===== src/rtl/flex_timer_if.sv =====
// Control/status bundle for flex_timer. The prescale_val field is present only
// when FLEX_TIMER_PRESCALE_EN is defined.
interface flex_timer_if #(
   parameter int NUM_CNT_BITS  = 8,
   parameter int PRESCALE_BITS = 4
);
   // Control strobes are level-sampled on every rising clk edge; there is no
   // valid/ready pairing: each asserted strobe acts in the cycle it is seen,
   // resolved by priority clear > load > start > tick.
   logic                    clear;
   logic                    start;
   logic                    count_enable;
   logic                    count_up;
   logic                    oneshot;
   logic                    load;
   logic [NUM_CNT_BITS-1:0] load_val;
   logic [NUM_CNT_BITS-1:0] rollover_val;
`ifdef FLEX_TIMER_PRESCALE_EN
   logic [PRESCALE_BITS-1:0] prescale_val;
`endif
   logic [NUM_CNT_BITS-1:0] count_out;
   logic                    rollover_flag;
   logic                    busy;
   logic [1:0]              state_dbg;

   modport master (
      output clear, start, count_enable, count_up, oneshot, load, load_val, rollover_val,
`ifdef FLEX_TIMER_PRESCALE_EN
      output prescale_val,
`endif
      input  count_out, rollover_flag, busy, state_dbg
   );

   modport slave (
      input  clear, start, count_enable, count_up, oneshot, load, load_val, rollover_val,
`ifdef FLEX_TIMER_PRESCALE_EN
      input  prescale_val,
`endif
      output count_out, rollover_flag, busy, state_dbg
   );
endinterface


===== src/rtl/flex_timer.sv =====
// Up/down counter/timer with wrap or one-shot mode, sync load and IDLE/RUN/DONE FSM.
// Optional tick prescaler enabled by defining FLEX_TIMER_PRESCALE_EN.
module flex_timer #(
   parameter int NUM_CNT_BITS  = 8,
   parameter int PRESCALE_BITS = 4
) (
   input logic         clk,
   input logic         n_rst,
   flex_timer_if.slave bus
);
   typedef enum logic [1:0] {
      IDLE = 2'd0,
      RUN  = 2'd1,
      DONE = 2'd2
   } state_t;

   localparam logic [NUM_CNT_BITS-1:0] CNT_ZERO = '0;
   localparam logic [NUM_CNT_BITS-1:0] CNT_ONE  = NUM_CNT_BITS'(1);

   state_t                  state_q, state_d;
   logic [NUM_CNT_BITS-1:0] cnt_q, cnt_d;
   logic                    flag_q, flag_d;
   logic                    busy_q, busy_d;
   logic                    tick;
   logic [NUM_CNT_BITS-1:0] term_val;
   logic [NUM_CNT_BITS-1:0] tick_val;
   logic                    run_en;

   assign run_en   = (state_q == RUN) && bus.count_enable;
   assign term_val = bus.count_up ? bus.rollover_val : CNT_ZERO;

`ifdef FLEX_TIMER_PRESCALE_EN
   logic [PRESCALE_BITS-1:0] presc_q, presc_d;
   localparam logic [PRESCALE_BITS-1:0] PRESC_ONE = PRESCALE_BITS'(1);

   // Prescaler is zeroed by any control strobe so a restart begins a full period.
   always_comb begin
      presc_d = presc_q;
      tick    = 1'b0;
      if (bus.clear || bus.load || bus.start) begin
         presc_d = '0;
      end else if (run_en) begin
         if (presc_q == bus.prescale_val) begin
            presc_d = '0;
            tick    = 1'b1;
         end else begin
            presc_d = presc_q + PRESC_ONE;
         end
      end
   end

   always_ff @(posedge clk or negedge n_rst) begin
      if (!n_rst) presc_q <= '0;
      else        presc_q <= presc_d;
   end
`else
   assign tick = run_en;
`endif

   // Out-of-range counts snap back into the [0..R] window instead of overflowing.
   always_comb begin
      tick_val = cnt_q;
      if (bus.count_up) begin
         if (cnt_q >= bus.rollover_val)
            tick_val = (bus.rollover_val == CNT_ZERO) ? CNT_ZERO : CNT_ONE;
         else
            tick_val = cnt_q + CNT_ONE;
      end else begin
         if ((cnt_q == CNT_ZERO) || (cnt_q > bus.rollover_val))
            tick_val = bus.rollover_val;
         else
            tick_val = cnt_q - CNT_ONE;
      end
   end

   always_comb begin
      state_d = state_q;
      cnt_d   = cnt_q;
      if (bus.clear) begin
         state_d = IDLE;
         cnt_d   = CNT_ZERO;
      end else if (bus.load) begin
         cnt_d = bus.load_val;
      end else if (bus.start) begin
         state_d = RUN;
         if (state_q == DONE)
            cnt_d = bus.count_up ? CNT_ZERO : bus.rollover_val;
      end else if (tick) begin
         cnt_d = tick_val;
         if (bus.oneshot && (tick_val == term_val))
            state_d = DONE;
      end
      // Status is derived from next-state values so it lines up with count_out.
      flag_d = (state_d != IDLE) && (cnt_d == term_val);
      busy_d = (state_d == RUN);
   end

   always_ff @(posedge clk or negedge n_rst) begin
      if (!n_rst) begin
         state_q <= IDLE;
         cnt_q   <= CNT_ZERO;
         flag_q  <= 1'b0;
         busy_q  <= 1'b0;
      end else begin
         state_q <= state_d;
         cnt_q   <= cnt_d;
         flag_q  <= flag_d;
         busy_q  <= busy_d;
      end
   end

   assign bus.count_out     = cnt_q;
   assign bus.rollover_flag = flag_q;
   assign bus.busy          = busy_q;
   assign bus.state_dbg     = state_q;
endmodule


===== src/flat_wrapper.sv =====
// flat-port wrapper written by rule: the top's interface ports become plain ports
module flex_timer_flat 
#(
   parameter int NUM_CNT_BITS  = 8,
   parameter int PRESCALE_BITS = 4
)
  (clk, n_rst, bus_clear, bus_start, bus_count_enable, bus_count_up, bus_oneshot, bus_load, bus_load_val, bus_rollover_val, bus_count_out, bus_rollover_flag, bus_busy, bus_state_dbg);
  flex_timer_if #(.NUM_CNT_BITS(NUM_CNT_BITS), .PRESCALE_BITS(PRESCALE_BITS)) bus_i ();
  input logic clk;
  input logic n_rst;
  input wire logic [$bits(bus_i.clear)-1:0] bus_clear;
  input wire logic [$bits(bus_i.start)-1:0] bus_start;
  input wire logic [$bits(bus_i.count_enable)-1:0] bus_count_enable;
  input wire logic [$bits(bus_i.count_up)-1:0] bus_count_up;
  input wire logic [$bits(bus_i.oneshot)-1:0] bus_oneshot;
  input wire logic [$bits(bus_i.load)-1:0] bus_load;
  input wire logic [$bits(bus_i.load_val)-1:0] bus_load_val;
  input wire logic [$bits(bus_i.rollover_val)-1:0] bus_rollover_val;
  output wire logic [$bits(bus_i.count_out)-1:0] bus_count_out;
  output wire logic [$bits(bus_i.rollover_flag)-1:0] bus_rollover_flag;
  output wire logic [$bits(bus_i.busy)-1:0] bus_busy;
  output wire logic [$bits(bus_i.state_dbg)-1:0] bus_state_dbg;
  assign bus_i.clear = bus_clear;
  assign bus_i.start = bus_start;
  assign bus_i.count_enable = bus_count_enable;
  assign bus_i.count_up = bus_count_up;
  assign bus_i.oneshot = bus_oneshot;
  assign bus_i.load = bus_load;
  assign bus_i.load_val = bus_load_val;
  assign bus_i.rollover_val = bus_rollover_val;
  assign bus_count_out = bus_i.count_out;
  assign bus_rollover_flag = bus_i.rollover_flag;
  assign bus_busy = bus_i.busy;
  assign bus_state_dbg = bus_i.state_dbg;
  flex_timer #(.NUM_CNT_BITS(NUM_CNT_BITS), .PRESCALE_BITS(PRESCALE_BITS)) u_core (.clk(clk), .n_rst(n_rst), .bus(bus_i));
endmodule

===== config.mk =====
export PLATFORM = sky130hd
export DESIGN_NAME = flex_timer_flat
export DESIGN_NICKNAME = d
export VERILOG_FILES = /design/src/rtl/flex_timer_if.sv /design/src/rtl/flex_timer.sv /design/src/flat_wrapper.sv
export SDC_FILE = /design/constraint.sdc
export NUM_CORES = 1
export LEC_CHECK = 0
export BUFFER_PORTS_ARGS = -buffer_cell sky130_fd_sc_hd__buf_2
export CORE_UTILIZATION = 35
export DETAILED_ROUTE_END_ITERATION = 6
export PLACE_DENSITY = 0.57
export SYNTH_ARGS = -nofsm -noshare
export SYNTH_HDL_FRONTEND = slang
export SYNTH_SLANG_ARGS = --single-unit
export TNS_END_PERCENT = 5

===== constraint.sdc =====
create_clock -name clk -period 7.76 [get_ports clk]
set_clock_uncertainty 0.1 [all_clocks]
set_input_delay 0.388 -clock clk [delete_from_list [all_inputs] [get_ports clk]]
set_output_delay 0.388 -clock clk [all_outputs]
set_load 0.005 [all_outputs]

# == After elaboration in Yosys (flattened, before gate mapping) ==
# Cells that the tools add are included.
# totals
regBits,12
output_inout_bits,12
wordCells,36
# classes
add_sub_neg,2
order_cmp,2
eq_ne,5
mux,16
n_reduce_logical,7
# ops
cell,n
2-to-1 mux 8 bit,10
== test 8 bit,2
logical NOT 8 bit,2
2-to-1 mux 2 bit,5
"adder 8 x 1 -> 8 bit, second input constant",1
greater-or-equal comparator 8 bit,1
> comparator 8 bit,1
"subtractor 8 x 1 -> 8 bit, second input constant",1
"== test 2 x 1 -> 1 bit, second input constant",2
logical AND 1 bit,3
"== test 2 bit, second input constant",1
nonzero test 2 bit,1
logical OR 1 bit,1
2-to-1 mux 1 bit,1

# == Logic depth before layout (Yosys ltp) ==
# depth
ltp_word,13
depth_mapped,13
ltp_nobuf,11

# == Worst setup path after synthesis ==
# No wires, ideal clock.
# synth_path
kind,register -> register
startpoint,reg u_core.cnt_q[0] (netlist: u_core.bus.count_out[0])
endpoint,reg u_core.flag_q (netlist: u_core.bus.rollover_flag)
setup_time_ps,96
t_arrival_ps,3021
required_ps,7564
path_slack_ps,4543
path_stages_with_launch,14
path_cell_list,dfrtp_1 -> clkbuf_1 -> inv_1 -> ha_1 -> nor2b_1 -> o211ai_1 -> a31oi_1 -> clkbuf_1 -> o31ai_1 -> or3b_2 -> o211ai_1 -> o311a_1 -> o211ai_1 -> a311oi_2
# synth_via
elab_chain_cells,13
elab_cells_between_ends,24
cone_classes,add/sub (2); order compare (2); eq/ne (2); mux (13); reduce/logical (5)
# synth_lines
item,line,rtl
start: declaration,flex_timer.sv:21,"logic [NUM_CNT_BITS-1:0] cnt_q, cnt_d;"
start signal: assignment,flex_timer.sv:106,cnt_q <= cnt_d;
> comparator 8 bit or logical NOT 8 bit (tied branches),flex_timer.sv:69,if ((cnt_q == CNT_ZERO) || (cnt_q > bus.rollover_val))
logical OR 1 bit,flex_timer.sv:69,
2-to-1 mux 8 bit,flex_timer.sv:69,
2-to-1 mux 8 bit,flex_timer.sv:63,if (bus.count_up) begin
== test 8 bit,flex_timer.sv:90,if (bus.oneshot && (tick_val == term_val))
logical AND 1 bit,flex_timer.sv:90,
2-to-1 mux 2 bit,flex_timer.sv:90,
2-to-1 mux 2 bit,flex_timer.sv:88,end else if (tick) begin
2-to-1 mux 2 bit,flex_timer.sv:84,end else if (bus.start) begin
2-to-1 mux 2 bit,flex_timer.sv:82,end else if (bus.load) begin
2-to-1 mux 2 bit,flex_timer.sv:79,if (bus.clear) begin
nonzero test 2 bit,flex_timer.sv:94,flag_d = (state_d != IDLE) && (cnt_d == term_val);
logical AND 1 bit *,flex_timer.sv:94,
via u_core.flag_d,flex_timer.sv:22,"logic flag_q, flag_d;"
end signal: assignment,flex_timer.sv:107,flag_q <= flag_d;
end: declaration,flex_timer.sv:22,
# Mark *: on every way through the listed nets, which the timed path passes. The rest lies on a longest branch.

# == Final worst setup path ==
# Same ends and word-level chain as after synthesis.

==> impl_metrics.ini <==
[critical_path]
startpoint_type = flip-flop
rrSetupSlack_ns = 3.81
endpoint_kind = flip-flop
worstSetupPathType = reg -> reg
reg2reg_from = u_core.bus.count_out[0]
crit_start = u_core.bus.count_out[0]
crit_required_ns = 7.80
path_max_fanout = 15
crit_arrival_ns = 3.99
ff2ff_path_depth = 11
rr_endpoint = u_core.bus.rollover_flag
endpoint = u_core.bus.rollover_flag

[logic_synthesis]
ys_ff_latch = 12
synth_top_area_share_pct = 14.3
async_flop_share_pct = 100
syn_area_per_cell_um2 = 7.11
ys_seq_area_share_pct = 14.3
synth_area_um2 = 2100
synthCells = 296
synth.distinct_cells = 68
synth-edff-count = 0
ys_top_cells_by_area = dfrtp_1, ha_1, nand2_1
ys.flop_type = dfrtp_1
ys_top_cells_by_count = nand2_1, nor2_1, a21oi_1
synth_fp_nets = 330
ys_warn_count = 0
yosysMostFrequentCell = nand2_1
synth_top_area_cell = dfrtp_1

[detailed_routing]
drc = 0
drtAntennaViolNets = 0
drt-initial-drc-count = 244
via_per_inst = 6.65
totalWireLength_mm = 7.74
via_count = 2586
wl_per_cell_um = 19.9
dr.pass1.iters = 5

[power_and_ir_drop]
p_sw_share_pct = 42.7
pwr-share-comb_pct = 48.4
irDropWorstVdd_uv = 109
clockPowerShare_pct = 23.9
pwr-share-seq_pct = 27.7
p_switching_w = 0.000123
power_w = 0.000288
leakagePower_nw = 0.983
powerDensity_nw_per_um2 = 122
p_int_w = 0.000165

[cts]
h-tree-depth = 1
cts_resized = 0
postCtsSetupBuffers = 0
numCtsBuffers = 3
cts_root_buffer = clkbuf_8
clock_sinks = 12
cts_buffer_depth = 2
cts_tree = done
clock_latency_ns = 0.24
path_clk_slew_ns = 0.06

[worst_hold_path]
hp-class = in -> reg

[outcome]
outcome = complete, no violations

[final_layout]
nets = 352
layout-drive-gt1-share_pct = 15.5
fillCellCount = 591
area_growth_syn_to_layout_pct = 12.1
antenna_cells = 0

[timing]
hold_viol = 0
slew_headroom_pct = 16.8
setup_viol = 0
rsz0062_at_grt = false
drv_slew = 0
post-route-period-util_pct = 50.9
maxClockFrequency_mhz = 253
worstMarginPinSlew_ns = 1.24
period_minus_slack_ns = 3.95
fin_tns_setup_ns = 0

[die]
die_x_um = 79.5
io_pins = 36
core_area_um2 = 5640
start_util_pct = 37.3
die_area_um2 = 6320
fp.dieH_um = 79.5
rows = 27

[place]
place.gp.congestion = 0.936
dp_hpwl_mm = 5.88
numPortBuffers = 35

[global_routing]
grt_max_degree = 33
first_global_vias = 2330
grt_pass1_wl_mm = 12.2
grt_use_total_pct = 24.9
grt_overflow = 0
antenna_found_initial = 0

[flow_run]
maxCapViolCount = 0
## sequential cells by signal (all words and copies together), names as in the netlist
signal and cells:
u_core.bus.state_dbg 2, u_core.bus.rollover_flag 1, u_core.bus.busy 1, u_core.bus.count_out 8
## repair_timing
action | CTS | global route
setup endpoints to repair | 0 | 0
hold endpoints to repair | 12 | 0
hold buffers | 1 | 0
## critical path, stage by stage, from the launching register on
cell	delay (ns)
dfrtp_1	0.60
inv_1	0.12
ha_1	0.21
nor2b_1	0.11
o211ai_1	0.17
a31oi_1	1.03
o31ai_1	0.28
or3b_2	0.50
o211ai_1	0.17
o311a_1	0.18
o211ai_1	0.10
a311oi_2	0.26
## placed cells by master (no fill, tap or decap), types with 7 or more instances in the layout
cell type / Yosys / layout
a31oi_1: 7 / 7
ha_1: 10 / 10
nand3_1: 13 / 13
dfrtp_1: 12 / 12
nand2_1: 29 / 29
nor3_1: 16 / 16
a21oi_1: 18 / 18
nor2_1: 25 / 25
inv_1: 14 / 14
xor2_1: 7 / 7
buf_2: 3 / 35
nor3b_1: 7 / 7
## routing by layer
layer	up-vias	track usage, %	share of wire (%)
met4	0	13.3	4.5
met3	32	2.63	7.3
met1	1225	34.8	44
met5	-	0	0
met2	136	37.1	44
li1	1193	-	-
## kinds of logic (layout without fill, tap and decap cells)
family,count (synthesis),count (layout),synth area share (%)
buffers and inverters,35,56,6.42
flip-flops,12,12,14.3
AO/OA/AOI/OAI,97,97,34.3
AND/OR/NAND/NOR,125,125,31.8
adder cells (fa/ha/maj),10,10,5.95
multiplexers,4,4,1.90
XOR/XNOR,13,13,5.41
## worst min-delay path by stage
stage	from	to	slack, ns	depth (start not counted)
4_1_cts	bus_load_val[7]	u_core.bus.count_out[7]	0.35	3
2_1_floorplan	n_rst	u_core.bus.busy	-0.008	0
5_1_grt	bus_load_val[6]	u_core.bus.count_out[6]	0.37	3
3_5_place_dp	n_rst	u_core.bus.count_out[7]	0.19	1
6_report	bus_load_val[7]	u_core.bus.count_out[7]	0.34	3
3_3_place_gp	n_rst	u_core.bus.busy	0.19	1
## power by group through the flow
stage	clock (W)	combinational, W	sequential [W]
floorplan	0	0.0000996	0.0000725
global placement	0	0.000137	0.0000806
detailed placement	0	0.000135	0.0000806
CTS	0.0000697	0.000136	0.0000795
global route	0.0000729	0.000152	0.0000806
finish	0.0000688	0.000139	0.0000799
## per-stage QoR
step | utilization [%] | cell area (µm²) | hold slack [ns] | worst slack (ns) | instances
after floorplan | - | 2100 | -0.00759 | 4.54 | 296
after global placement | 40.7 | 2290 | 0.189 | 3.88 | 384
after detailed placement | 40.7 | 2290 | 0.190 | 3.84 | 384
after CTS | 41.8 | 2360 | 0.349 | 3.89 | 389
after global routing | 41.8 | 2360 | 0.366 | 3.54 | 389
final | 41.8 | 2360 | 0.344 | 3.81 | 389
## layout make-up
class | count | area (µm²) | area share [%]
clock buffer | 4 | 55.1 | 2.33
inverter | 16 | 60.1 | 2.55
multi-input combinational | 249 | 1670 | 70.7
sequential | 12 | 300 | 12.7
tap | 72 | 90.1 | 3.82
timing repair buffer | 36 | 185 | 7.85
Power figures use the tool's default switching activity.
